## src/rtl/writeback_stage.sv

```systemverilog
// writeback_stage: MEM/WB register with stall/flush, result select and load extension (optional WB_RETIRE_CNT_EN retire counter)
module writeback_stage #(
  parameter int DATA_W = 32,
  parameter int REG_ADDR_W = 5
) (
  input  logic                  clk,
  input  logic                  rst,
  input  logic                  ValidM,
  input  logic                  StallW,
  input  logic                  FlushW,
  input  logic                  RegWriteM,
  input  logic [1:0]            ResultSrcM,
  input  logic [2:0]            Funct3M,
  input  logic [REG_ADDR_W-1:0] RdM,
  input  logic [DATA_W-1:0]     ALU_ResultM,
  input  logic [DATA_W-1:0]     ReadDataM,
  input  logic [DATA_W-1:0]     PCPlus4M,
  input  logic [DATA_W-1:0]     ImmExtM,
  output logic                  RegWriteW,
  output logic [REG_ADDR_W-1:0] RdW,
  output logic [DATA_W-1:0]     ResultW,
  output logic                  ValidW
`ifdef WB_RETIRE_CNT_EN
  ,
  output logic [63:0]           RetireCnt
`endif
);
  localparam int OFF_W = $clog2(DATA_W / 8);
  logic                  valid_q, regwrite_q;
  logic [1:0]            src_q;
  logic [2:0]            funct3_q;
  logic [REG_ADDR_W-1:0] rd_q;
  logic [DATA_W-1:0]     alu_q, rdata_q, pc4_q, imm_q;
  logic [OFF_W-1:0]      off, half_off, word_off;
  logic [DATA_W-1:0]     byte_sh, half_sh, word_sh, load_ext;
  logic [7:0]            b;
  logic [15:0]           h;
  logic [31:0]           w;

  always_ff @(posedge clk)
    if (rst || FlushW) begin
      valid_q    <= 1'b0;
      regwrite_q <= 1'b0;
      src_q      <= '0;
      funct3_q   <= '0;
      rd_q       <= '0;
      alu_q      <= '0;
      rdata_q    <= '0;
      pc4_q      <= '0;
      imm_q      <= '0;
    end else if (!StallW) begin
      valid_q    <= ValidM;
      regwrite_q <= RegWriteM;
      src_q      <= ResultSrcM;
      funct3_q   <= Funct3M;
      rd_q       <= RdM;
      alu_q      <= ALU_ResultM;
      rdata_q    <= ReadDataM;
      pc4_q      <= PCPlus4M;
      imm_q      <= ImmExtM;
    end

  // misaligned halves/words are truncated down to their natural lane
  assign off      = alu_q[OFF_W-1:0];
  assign half_off = off & ~OFF_W'(1);
  assign word_off = off & ~OFF_W'(3);
  assign byte_sh  = rdata_q >> {off, 3'b000};
  assign half_sh  = rdata_q >> {half_off, 3'b000};
  assign word_sh  = rdata_q >> {word_off, 3'b000};
  assign b = byte_sh[7:0];
  assign h = half_sh[15:0];
  assign w = word_sh[31:0];

  always_comb begin
    load_ext = rdata_q;
    case (funct3_q)
      3'b000: load_ext = DATA_W'($signed(b));
      3'b001: load_ext = DATA_W'($signed(h));
      3'b010: load_ext = (DATA_W == 32) ? rdata_q : DATA_W'($signed(w));
      3'b100: load_ext = DATA_W'(b);
      3'b101: load_ext = DATA_W'(h);
      3'b110: load_ext = (DATA_W == 32) ? rdata_q : DATA_W'(w);
      default: load_ext = rdata_q;
    endcase
  end

  assign ResultW   = src_q == 2'b00 ? alu_q :
                     src_q == 2'b01 ? load_ext :
                     src_q == 2'b10 ? pc4_q : imm_q;
  assign RegWriteW = valid_q & regwrite_q & (rd_q != '0);
  assign RdW       = rd_q;
  assign ValidW    = valid_q;

`ifdef WB_RETIRE_CNT_EN
  always_ff @(posedge clk)
    if (rst) RetireCnt <= '0;
    else if (valid_q && !StallW) RetireCnt <= RetireCnt + 64'd1;
`endif
endmodule

```

## config.mk

```make
export PLATFORM = sky130hd
export DESIGN_NAME = writeback_stage
export DESIGN_NICKNAME = d
export VERILOG_FILES = /design/src/rtl/writeback_stage.sv
export SDC_FILE = /design/constraint.sdc
export NUM_CORES = 1
export LEC_CHECK = 0
export ABC_AREA = 1
export BUFFER_PORTS_ARGS = -buffer_cell sky130_fd_sc_hd__buf_4
export CORE_MARGIN = 5
export CORE_UTILIZATION = 52
export DETAILED_ROUTE_END_ITERATION = 10
export PLACE_DENSITY_LB_ADDON = 0.2
export SLEW_MARGIN = 20
export SYNTH_ARGS = -nofsm -noshare
export SYNTH_HDL_FRONTEND = slang
export SYNTH_SLANG_ARGS = --single-unit
```

## constraint.sdc

```tcl
create_clock -name clk -period 1.45 [get_ports clk]
set_input_delay 0.0725 -clock clk [delete_from_list [all_inputs] [get_ports clk]]
set_output_delay 0.0725 -clock clk [all_outputs]
set_load 0.05 [all_outputs]
```

==> out/results.tsv <==
metric	value	unit
final setup violation count	32	
fin crit period	1.98	ns
Crit path required time	1.38	ns
HPWL after DPL	14.7	mm
most frequent cells in the layout	346 x nand2_1, 185 x buf_4, 139 x dlygate4sd3_1	
Final ANT Viol Nets	0	
vias in the first global route	8121	
Slew Viols, Final	0	
Metal-1 WL	10.4	mm
vias	8369	
Lkg Pwr	4.68	nW
Final Util	91.7	%
drt pass-1 iters	6	
initial antenna violation count	0	
share of cells above drive strength 1	31.6	%
total gr overflow	0	
Peak Freq	0.504	GHz
Num Clock Sinks	140	
Max Cap Violations	0	
I/O pin cnt	183	
Warnings, synthesis	0	
Layout Skew	0	ns
worst skew pair latency	0.42	ns
Synth cell types	26	
status	finished with violations	
critical-path cell list	inv_2 -> nand2_2 -> nor2_4 -> nand2_4 -> buf_12 -> nand2_8 -> o21ai_1 -> nand2_1 -> buf_6	
Syn Area/Cell	6.73	µm²
leading cell type in the layout, fill and taps excluded	nand2_1	
PD cells	989	nW/µm²
worst hold path type	primary input to register	
Mapped Cells	960	
Post-Route WL	28.3	mm
syn_nets	1104	
highest metal layer with signal wires	met4	
final instance area	11100	µm²
Overall Power	0.0110	W
CTS tree	built	
H-tree depth	4	
Worst slew margin	70.0	%
Die Y-Extent	122	µm
Yosys top cell area share	43.4	%
CTS clk-pin slew, worst paths	0.06	ns
placer congestion estimate	0.983	
Layout fillers	504	
RSZ-0062 raised after global routing	true	
maximum vdd ir drop	0.000800	V
core area	12100	µm²
post-DR vias/cell	5.70	
routed length on met2	13.8	mm
Die Area	14800	µm²
Num CTS Buffers	17	
starting density of the core	53.4	%
Area after DPL	8330	µm²
CP Capture Type	primary output	
Buffers on Ports	182	
DRC viols	0	
leading area contributor after synthesis	dfxtp_1	
GRT Overall Usage	36.3	%
Ant. Diodes	0	
WL met3	2.50	mm
Seq/Total Area, Yosys	43.4	%
CTS max path bufs	2	
Area growth syn-to-layout	71.8	%
endpoints failing hold	0	
critical path fanouts, max	8	
FP Rows	40	
WL per Instance	19.2	µm
Worst EP arrival	1.91	ns
failing checks	negative setup slack	
Root Buffer	clkbuf_16	
Final TNS setup	-14.65	ns
WS Path Type	register to primary output	
Syn Std Cell Area	6460	µm²
Final nets	1433	
Worst-Margin Slew	0.448	ns
fin crit share	137	%
slowest stage delay, CP	0.43	ns
top cells by area, synth	dfxtp_1 43%, nand2_1 23%, a21oi_1 12%	
crit path launch type	register	
Seq cells post-synth	140	
Detailed Route Iter0 Violations	1184	
CP max stage cell	dfxtp_1	
Fin Hold WS	0.0176	ns
first-pass GRT wire length	42.1	mm
largest net degree at the start of global routing	78	
Die W	122	µm
worst setup margin	-0.534	ns
-- where the power goes --
group          total, W  internal (W)  switching [W]
clock           0.00450       0.00276        0.00174
combinational   0.00241       0.00108        0.00134
sequential      0.00407       0.00398      0.0000928
-- what timing repair did --
action / in CTS / in global routing
hold buffers: 139 / 0
setup endpoints to repair: 32 / 33
buffers inserted: 7 / 3
gates cloned: 1 / 1
pin swaps: 15 / 36
resized for setup: 129 / 82
endpoints found under the hold margin: 139 / 0
-- critical path, delay by kind of cell (launching register included) --
kind	cells	cell delay (ns)
AO/OA/AOI/OAI	1	0.15
buffers and inverters	3	0.39
AND/OR/NAND/NOR	5	0.52
flip-flops	1	0.43
-- layout make-up --
cell class	count	area, µm²	share of cell area, %
Clock buffer	19	443	3.99
Clock inverter	12	161	1.45
Inverter	31	141	1.27
Multi-Input combinational cell	718	3780	34.1
Sequential cell	140	2820	25.4
Tap cell	168	210	1.89
Timing Repair Buffer	381	3550	32.0
-- cells by family after synthesis --
family / after synthesis / synth area share (%)
buffers and inverters: 103 / 7.33
DFF: 140 / 43.4
and+or+nand+nor: 470 / 28.4
AOI/OAI and AO/OA: 247 / 20.9
-- routing by layer --
layer	vias up	global-route usage, %
met2	560	62.1
li1	3781	-
met5	-	0
met4	0	15.8
met3	147	6.90
met1	3881	44.4
-- synthesized netlist by cell type, drive strengths merged --
cell / count
nor2: 46
o21ai: 64
clkbuf: 32
nor3: 1
or2: 1
inv: 30
buf: 40
dfxtp: 140
o211ai: 4
nand2: 394
a211oi: 26
clkinv: 1
a21oi: 153
nand3: 28
-- path summary, 6_finish.rpt --
| kind | from | endpoint | slack (ns) | cells after the start |
|---|---|---|---|---|
| worst max-delay path | funct3_q[0] | ResultW[17] | -0.53 | 9 |
| worst max register to register | alu_q[1] | alu_q[1] | 0.30 | 4 |
| worst min register to register | imm_q[30] | imm_q[30] | 0.46 | 2 |
| worst min-delay path | ReadDataM[14] | rdata_q[14] | 0.02 | 3 |
-- registers in the layout (all words and copies together) (netlist names), 2 cells and up --
name / count
alu_q: 32
imm_q: 32
pc4_q: 32
rdata_q: 32
RdW: 5
funct3_q: 3
src_q: 2
-- through the flow --
stage	instances	setup slack, ns
2_1_floorplan	960	0.00726
3_3_place_gp	1288	-0.0847
3_5_place_dp	1288	-0.135
4_1_cts	1466	-0.385
5_1_grt	1469	-0.560
6_report	1469	-0.534
(Power assumes the default switching activity.)
